==> config.mk <==
export PLATFORM = sky130hd
export DESIGN_NAME = vec_trace_monitor
export DESIGN_NICKNAME = d
export VERILOG_FILES = /design/src/rtl/vec_trace_monitor.sv
export SDC_FILE = /design/constraint.sdc
export NUM_CORES = 1
export LEC_CHECK = 0
export CAP_MARGIN = 20
export CORE_MARGIN = 4
export CORE_UTILIZATION = 60
export CTS_BUF_LIST = sky130_fd_sc_hd__clkbuf_8
export DETAILED_ROUTE_END_ITERATION = 6
export PLACE_DENSITY = 0.77
export SYNTH_ARGS = -nofsm -noshare
export SYNTH_HDL_FRONTEND = slang
export SYNTH_SLANG_ARGS = --single-unit
export TNS_END_PERCENT = 10
==> constraint.sdc <==
create_clock -name clock -period 23 [get_ports clock]
set_input_delay 4.6 -clock clock [delete_from_list [all_inputs] [get_ports clock]]
set_output_delay 4.6 -clock clock [all_outputs]
set_load 0.02 [all_outputs]
==> src/rtl/vec_trace_monitor.sv <==
// vec_trace_monitor: on-chip replacement for the bench console monitor.
// It captures matching vector ALU results into a FIFO and streams them out
// lane by lane over a valid/ready port that feeds the UART TX path. It ends
// the run on an exit code or a cycle timeout, drains the FIFO, and then
// raises done together with the cause.
//
// Handshake: a beat transfers on a rising edge where trace_valid && trace_ready.
// trace_valid never depends on trace_ready. While a beat is stalled
// (valid=1, ready=0), trace_data, trace_lane and trace_last hold their values.
`timescale 1ns/1ps
module vec_trace_monitor #(
  parameter int unsigned          LANES          = 2,
  parameter int unsigned          DATA_W         = 32,
  parameter int unsigned          FUNC_W         = 4,
  parameter logic [FUNC_W-1:0]    MATCH_FUNC     = 4'd1,
  parameter int unsigned          DEPTH          = 16,
  parameter int unsigned          TOHOST_W       = 8,
  parameter logic [TOHOST_W-1:0]  EXIT_CODE      = 8'h01,
  parameter int unsigned          TIMEOUT_CYCLES = 8000,
  localparam int unsigned         LANE_W         = (LANES > 1) ? $clog2(LANES) : 1
) (
  input  logic                      clock,
  input  logic                      reset_n,
  input  logic [FUNC_W-1:0]         valu_func,
  input  logic [LANES*DATA_W-1:0]   valu_out,
  input  logic [TOHOST_W-1:0]       tohost,
  output logic                      trace_valid,
  input  logic                      trace_ready,
  output logic [DATA_W-1:0]         trace_data,
  output logic [LANE_W-1:0]         trace_lane,
  output logic                      trace_last,
  output logic [15:0]               drop_count,
  output logic                      done,
  output logic                      exited,
  output logic                      timed_out,
  output logic [1:0]                state_dbg
);

  localparam int unsigned         PTR_W     = $clog2(DEPTH);
  localparam int unsigned         CNT_W     = PTR_W + 1;
  localparam logic [LANE_W-1:0]   LAST_LANE = LANE_W'(LANES - 1);
  localparam logic [CNT_W-1:0]    FULL_CNT  = CNT_W'(DEPTH);

  typedef enum logic [1:0] {
    ST_RUN   = 2'd0,
    ST_DRAIN = 2'd1,
    ST_DONE  = 2'd2
  } state_e;

  // Run control
  state_e                    state_q;
  logic [31:0]               cycle_q;
  logic                      exited_q;
  logic                      timed_out_q;
  logic                      done_q;

  // Capture stage: one register between the ALU bus and the FIFO
  logic                      stg_valid_q;
  logic [LANES*DATA_W-1:0]   stg_data_q;

  // FIFO storage and bookkeeping
  logic [DATA_W-1:0]         mem_q [DEPTH][LANES];
  logic [PTR_W-1:0]          wr_ptr_q;
  logic [PTR_W-1:0]          rd_ptr_q;
  logic [CNT_W-1:0]          count_q;

  // Serialiser and drop statistics
  logic [LANE_W-1:0]         lane_q;
  logic [15:0]               drop_q;

  // Decoded per-cycle events
  logic                      head_valid;
  logic                      lane_last;
  logic                      beat_xfer;
  logic                      pop;
  logic                      push;
  logic                      drop;
  logic                      capture_en;
  logic                      exit_hit;
  logic                      timeout_hit;

  // Decode handshake, FIFO and run-control events from registered state
  always_comb begin
    head_valid  = 1'b0;
    lane_last   = 1'b0;
    beat_xfer   = 1'b0;
    pop         = 1'b0;
    push        = 1'b0;
    drop        = 1'b0;
    capture_en  = 1'b0;
    exit_hit    = 1'b0;
    timeout_hit = 1'b0;

    head_valid  = (count_q != '0);
    lane_last   = (lane_q == LAST_LANE);
    beat_xfer   = head_valid && trace_ready;
    pop         = beat_xfer && lane_last;
    // A full FIFO still accepts the staged entry when the head pops this cycle.
    push        = stg_valid_q && ((count_q < FULL_CNT) || pop);
    drop        = stg_valid_q && !push;
    capture_en  = (state_q == ST_RUN) && (valu_func == MATCH_FUNC);
    exit_hit    = (tohost == EXIT_CODE);
    timeout_hit = (TIMEOUT_CYCLES != 0) && (cycle_q == 32'(TIMEOUT_CYCLES - 1));
  end

  // Run-control FSM: RUN counts cycles until exit or timeout, DRAIN waits for
  // the FIFO and capture stage to empty, DONE holds until reset.
  always_ff @(posedge clock or negedge reset_n) begin
    if (!reset_n) begin
      state_q     <= ST_RUN;
      cycle_q     <= '0;
      exited_q    <= 1'b0;
      timed_out_q <= 1'b0;
      done_q      <= 1'b0;
    end else begin
      case (state_q)
        ST_RUN: begin
          cycle_q <= cycle_q + 32'd1;
          // Exit has priority over a timeout in the same cycle.
          if (exit_hit) begin
            state_q  <= ST_DRAIN;
            exited_q <= 1'b1;
          end else if (timeout_hit) begin
            state_q     <= ST_DRAIN;
            timed_out_q <= 1'b1;
          end
        end
        ST_DRAIN: begin
          if (!head_valid && !stg_valid_q) begin
            state_q <= ST_DONE;
            done_q  <= 1'b1;
          end
        end
        ST_DONE: begin
          state_q <= ST_DONE;
        end
        default: begin
          state_q <= ST_RUN;
        end
      endcase
    end
  end

  // Capture stage: sample the ALU bus while running and the function matches
  always_ff @(posedge clock or negedge reset_n) begin
    if (!reset_n) begin
      stg_valid_q <= 1'b0;
      stg_data_q  <= '0;
    end else begin
      stg_valid_q <= capture_en;
      if (capture_en) begin
        stg_data_q <= valu_out;
      end
    end
  end

  // FIFO storage: one entry holds every lane of a sample
  always_ff @(posedge clock) begin
    if (push) begin
      for (int l = 0; l < LANES; l++) begin
        mem_q[wr_ptr_q][l] <= stg_data_q[l*DATA_W +: DATA_W];
      end
    end
  end

  // FIFO pointers and occupancy; pointers wrap naturally modulo DEPTH
  always_ff @(posedge clock or negedge reset_n) begin
    if (!reset_n) begin
      wr_ptr_q <= '0;
      rd_ptr_q <= '0;
      count_q  <= '0;
    end else begin
      if (push) begin
        wr_ptr_q <= wr_ptr_q + 1'b1;
      end
      if (pop) begin
        rd_ptr_q <= rd_ptr_q + 1'b1;
      end
      case ({push, pop})
        2'b10:   count_q <= count_q + 1'b1;
        2'b01:   count_q <= count_q - 1'b1;
        default: count_q <= count_q;
      endcase
    end
  end

  // Serialiser lane index: advance per transferred beat, wrap after last lane
  always_ff @(posedge clock or negedge reset_n) begin
    if (!reset_n) begin
      lane_q <= '0;
    end else if (beat_xfer) begin
      lane_q <= lane_last ? '0 : lane_q + 1'b1;
    end
  end

  // Drop counter: count entries lost to a full FIFO, saturating
  always_ff @(posedge clock or negedge reset_n) begin
    if (!reset_n) begin
      drop_q <= '0;
    end else if (drop && (drop_q != 16'hFFFF)) begin
      drop_q <= drop_q + 16'd1;
    end
  end

  // Stream outputs come only from registered state, never from trace_ready.
  assign trace_valid = head_valid;
  assign trace_data  = head_valid ? mem_q[rd_ptr_q][lane_q] : '0;
  assign trace_lane  = lane_q;
  assign trace_last  = head_valid && lane_last;
  assign drop_count  = drop_q;
  assign done        = done_q;
  assign exited      = exited_q;
  assign timed_out   = timed_out_q;
  assign state_dbg   = state_q;

endmodule

==> results of run 1 <==
-- worst max-delay path: cells and delay by family (launching register included) --
family / cells / cell delay (ns)
buffers and inverters: 3 / 2.32
AO/OA/AOI/OAI: 3 / 1.08
flip-flops: 1 / 0.86
multiplexers: 1 / 0.17
-- Yosys cell counts (4+ instances only) --
master,count
and2_1,12
nor4_1,11
xor2_1,25
clkbuf_1,62
o21ai_0,8
mux2_2,131
nand4_1,16
and4_1,10
buf_6,5
mux4_2,192
ha_1,13
xnor2_1,34
a32o_1,31
o22ai_1,32
nor3_1,4
nand2_1,127
mux2i_1,96
edfxtp_1,1024
buf_4,10
inv_1,13
a22oi_1,64
nand3_1,13
nor2_1,23
a21oi_1,68
nor2b_1,7
buf_1,6
buf_2,35
and3_1,8
dfrtp_1,132
-- per-stage QoR --
stage          area [um2]  power, mW  hold WS [ns]  instances
6_report            50600       3.86         0.474       3583
5_1_grt             50600       3.99         0.486       3582
4_1_cts             50500       3.89         0.477       3580
3_5_place_dp        47200       2.32         0.452       3254
3_3_place_gp        47200       2.32         0.455       3254
2_1_floorplan       44700       2.30         0.447       2237
-- layout make-up --
cell class	instances	area share
Inverter	13	0.000965
Clock inverter	128	0.0126
Multi-Input combinational cell	950	0.202
Sequential cell	1156	0.674
Tap cell	959	0.0237
Clock buffer	198	0.0539
Antenna cell	2	0.0000990
Timing Repair Buffer	177	0.0334
-- per-layer routing --
metal	routed length [um]	up-vias
met4	2770	0
li1	-	9601
met5	0	-
met1	38700	11900
met3	9390	175
met2	49700	1181
-- flip-flops by register name, indices dropped and copies added, names as in the netlist, 2 cells and up --
signal      flops
mem_q        1024
state_dbg       2
wr_ptr_q        4
cycle_q        32
count_q         5
stg_data_q     64
drop_count     16
rd_ptr_q        4
-- cell families after synthesis --
logic type,count (synthesis),synth area share
buffers and inverters,131,0.0136
adders and majority gates,13,0.00364
DFF,1156,0.761
and+or+nand+nor,244,0.0263
xor gates and xnor gates,59,0.0115
muxes,420,0.151
AOI/OAI and AO/OA,214,0.0324
-- report_power, final --
group	switching [mW]	total, mW	leakage, nW	internal, mW
clock	0.760	1.58	2.04	0.824
combinational	0.0100	0.0219	3.84	0.0119
sequential	0	2.25	13.7	2.25
total	0.770	3.86	19.6	3.09
-- worst paths after layout --
path / start / end / slack (ns) / depth (start not counted)
hold reg to reg: done / done / 0.47 / 1
max in group asynchronous: reset_n / drop_count[3] / 17.74 / 2
min in group asynchronous: reset_n / stg_data_q[52] / 3.90 / 1
setup reg to reg: trace_lane / mem_q[10][30] / 19.11 / 6
hold / removal: done / done / 0.47 / 1
setup / recovery: rd_ptr_q[0] / trace_data[31] / 12.86 / 7
==> run metrics, run 1 <==
fmax=98.6 MHz; leakage=19.6 nW; Core ar.=73500 um2; Die Y=281 um; Worst-path clk slew=0.06 ns; synthesis-to-layout area growth=13.0%; dpl ws=about 14 ns; setup_tns=0 ns; DRC=0; GPL Wtd Cong=between 0.8 and 0.9; initial antenna violation count=4; Synth Cell Area=around 45000 um2; Post-synth top flop=edfxtp_1; CTS Hold Bufs=0; worst endpoint required time=18.40 ns; worst setup path class=flop to output port; Final ANT Viol Nets=0; wire per inst=28.1 um; # setup viols final=0; Fill cells=4371; flip-flop and latch area=34100 um2; CP peak stage delay=approximately 0.90 ns; max-cap violations=0; met2 GRT Util=0.418; worst-skew pair later-pin latency=0.82 ns; Most Used Layer, Global Route=met2; Slew @ Worst Pin=1.24 ns; global-route wire length before repair=149000 um; CTS Buffer Depth=3; crit-path most repeated cell=o21ai_0; commonest non-fill, non-tap cell in the layout=edfxtp_1; top cells by area, synth=edfxtp_1 69%, mux4_2 9.7%, dfrtp_1 7.4%; met3 Use GR=0.0557; status=finished, final reports clean; fin. max-slew vios=0; min-delay worst type=flop to flop; Syn. warnings=0; Worst IR Drop VDD=~0.055 mV; Avg Vias per Cell=6.37; starting density of the core=0.609; total number of vias=22800; Final Core Density=0.688; crit-path cells=buf_12, buf_4, mux2i_1, o311ai_0, o21ai_0, o21ai_0, clkdlybuf4s50_1; nets@finish=2565; commonest non-fill, non-tap cells in the layout=1024 x edfxtp_1, 198 x clkbuf_8, 192 x mux4_2; Num CTS Buffers=175; pwr dens=76.3 nW/um2; total clock sinks=1156; TritonCTS clock tree=built; Port Buffers=134; GRT overflow=0; Final period util=0.441; Synth top area share=0.687; I/O pin cnt=135; syn_nets=2329; Detailed Route Iter0 Violations=2460; area of the multi-input gates=10200 um2; die area=between 70000 and 80000 um2; Final Hold Fails=0; pin count of the biggest net entering global routing=127; postcts setup bufs=0; clock skew=approximately 0.032 ns; register bit count reported by yosys=1156; RSZ-0062 raised after global routing=no; sequential share of the synthesized area=0.761; Max-Slew Margin vs Limit=0.175; post-CTS sizing=0; Total GRT Usage=0.260; Startpoint Class=flop; FFs w/ async S/R, synth=0.114; root buffer cell=clkbuf_8; crit path max-delay cell type=buf_4; EDFF count, synth=1024; CP Capture Type=output port; Worst EP arrival=between 5 and 6 ns; share of cells above drive strength 1=0.239; Final min period=10.14 ns; Final Worst Setup Slack=12.86 ns; Max Fanout on Critical Path=126; Syn Inst Count=about 2200; vias in the first global route=around 24000; largest area contributor in the synthesized netlist=edfxtp_1; chip width=281 um; DRT Wirelength=101000 um; H-tree lvl count=4; Synth Area per Inst=20.0 um2; Yosys cell types=50; DR pass1 iterations=5; routing usage on met1=0.361; site row count=99; dpl hpwl=52800 um
(Power assumes the default switching activity.)
==> inputs of run 2 (changes only) <==
--- a/config.mk
+++ b/config.mk
@@ -7,7 +7,7 @@
 export LEC_CHECK = 0
 export CAP_MARGIN = 20
 export CORE_MARGIN = 4
-export CORE_UTILIZATION = 60
+export CORE_UTILIZATION = 57
 export CTS_BUF_LIST = sky130_fd_sc_hd__clkbuf_8
 export DETAILED_ROUTE_END_ITERATION = 6
 export PLACE_DENSITY = 0.77
==> constraint.sdc (replaced) <==
create_clock -name clock -period 8.8 [get_ports clock]
set_input_delay 1.76 -clock clock [delete_from_list [all_inputs] [get_ports clock]]
set_output_delay 1.76 -clock clock [all_outputs]
set_load 0.02 [all_outputs]
==> run 2 against run 1 <==
Effect of this change:
- largest power group unchanged
- cell count is 2.2% higher
- clock power grew to 2.6 times the previous value
- via count decreased by 0.31%
==> run metrics, run 2 (synthesis results as in run 1) <==
commonest non-fill, non-tap cell in the layout=edfxtp_1; fmax=155 MHz; top flop regs=mem_q (1024), stg_data_q (64), cycle_q (32); share of cells above drive strength 1=0.238; placed cell count=3335; DRT Wirelength=99600 um; DR pass1 iterations=5; Final Worst Setup Slack=2.33 ns; flip-flop and latch area=34100 um2; post-CTS sizing=0; worst setup path class=flop to output port; vias in the first global route=24000; Max-Slew Margin vs Limit=0.290; leakage=19.5 nW; pin count of the biggest net entering global routing=109; worst hold start=exited; commonest non-fill, non-tap cells in the layout=1024 x edfxtp_1, 192 x mux4_2, 188 x clkbuf_8; Fill cells=5023; Final ANT Viol Nets=0; postcts setup bufs=0; min-delay worst type=flop to flop; root buffer cell=clkbuf_8; dpl hpwl=54200 um; Post-Layout Cell Count=3663; dpl ws=3.17 ns; wire per inst=roughly 27 um; Port Buffers=around 130; fin. max-slew vios=0; RR Startpoint=trace_lane; area of the multi-input gates=10200 um2; Worst-path clk slew=0.06 ns; Worst IR Drop VDD=0.137 mV; Detailed Route Iter0 Violations=2921; RSZ-0062 raised after global routing=no; Largest Register=mem_q; DRC=0; CP Capture Type=output port; Worst EP arrival=4.71 ns; WHS=0.460 ns; CTS Hold Bufs=0; I/O pin cnt=135; die area=~83000 um2; Final period util=0.735; chip width=between 200 and 300 um; Final min period=6.47 ns; global-route wire length before repair=149000 um; nets@finish=2563; GPL Wtd Cong=0.769; Die Y=288 um; status=finished, final reports clean; CP Launch Point=rd_ptr_q[2]; # setup viols final=0; worst-skew pair later-pin latency=slightly above 0.8 ns; Max Fanout on Critical Path=23; CTS Buffer Depth=3; Total GRT Usage=0.245; H-tree lvl count=4; Final Hold Fails=0; max-cap violations=0; Num CTS Buffers=174; Startpoint Class=flop; initial antenna violation count=3; synthesis-to-layout area growth=13.1%; TritonCTS clock tree=built; worst endpoint required time=7.04 ns; total number of vias=approximately 23000; site row count=102; pwr dens=199 nW/um2; Avg Vias per Cell=6.21; GRT overflow=0; max reg flops=1024; starting density of the core=0.577; clock skew=roughly 0.028 ns; total clock sinks=1156; Slew @ Worst Pin=around 1.1 ns; Core ar.=approximately 78000 um2
[run 2: critical path, cell delays in order, from the launching register on]
cell             delay, ns
dfrtp_2               0.95
buf_4                 0.51
nand2b_1              0.43
buf_4                 0.45
o22ai_1               0.23
o21ai_0               0.15
o21ai_0               0.48
clkdlybuf4s50_1       0.70
[run 2: area by class of cell]
| cell class | count | area share |
|---|---|---|
| Tap cell | 1040 | 0.0257 |
| Clock inverter | 138 | 0.0142 |
| Antenna cell | 2 | 0.0000989 |
| Clock buffer | 188 | 0.0511 |
| Inverter | 13 | 0.000964 |
| Timing Repair Buffer | 176 | 0.0335 |
| Sequential cell | 1156 | 0.673 |
| Multi-Input combinational cell | 950 | 0.201 |
[run 2: worst paths after layout]
path,to,slack (ns),cells past startpoint
min,exited,0.46,1
max reg2reg,mem_q[15][49],5.08,5
min in group asynchronous,stg_data_q[51],1.05,1
max in group asynchronous,stg_data_q[31],6.33,2
min reg2reg,exited,0.46,1
max,trace_data[31],2.33,7
[run 2: per-stage QoR]
| step | power [mW] | instance area, um2 | TNS (ns) | util |
|---|---|---|---|---|
| after floorplan | 6.00 | 44700 | -76.86 | - |
| after global placement | 6.06 | 47300 | 0 | 0.610 |
| after detailed placement | 6.06 | 47300 | 0 | 0.610 |
| after CTS | 10.1 | 50600 | 0 | 0.652 |
| after global routing | 10.4 | 50600 | 0 | 0.652 |
| final | 10.1 | 50600 | 0 | 0.652 |
[run 2: power by group]
group          leakage, nW  internal [mW]  switching, mW  total (mW)
clock                 1.91           2.10           2.01        4.11
combinational         3.84         0.0310         0.0241      0.0551
sequential            13.7           5.89              0        5.89
total                 19.5           8.02           2.03        10.1
[run 2: metal layers]
| layer | vias up | global-route usage | wire (um) | share of wire |
|---|---|---|---|---|
| li1 | 9591 | - | - | - |
| met1 | 11800 | 0.344 | 38300 | 0.38 |
| met2 | 1216 | 0.392 | 49000 | 0.49 |
| met3 | 192 | 0.0489 | 9220 | 0.093 |
| met4 | 0 | 0.0866 | 2990 | 0.030 |
| met5 | - | 0 | 0 | 0 |
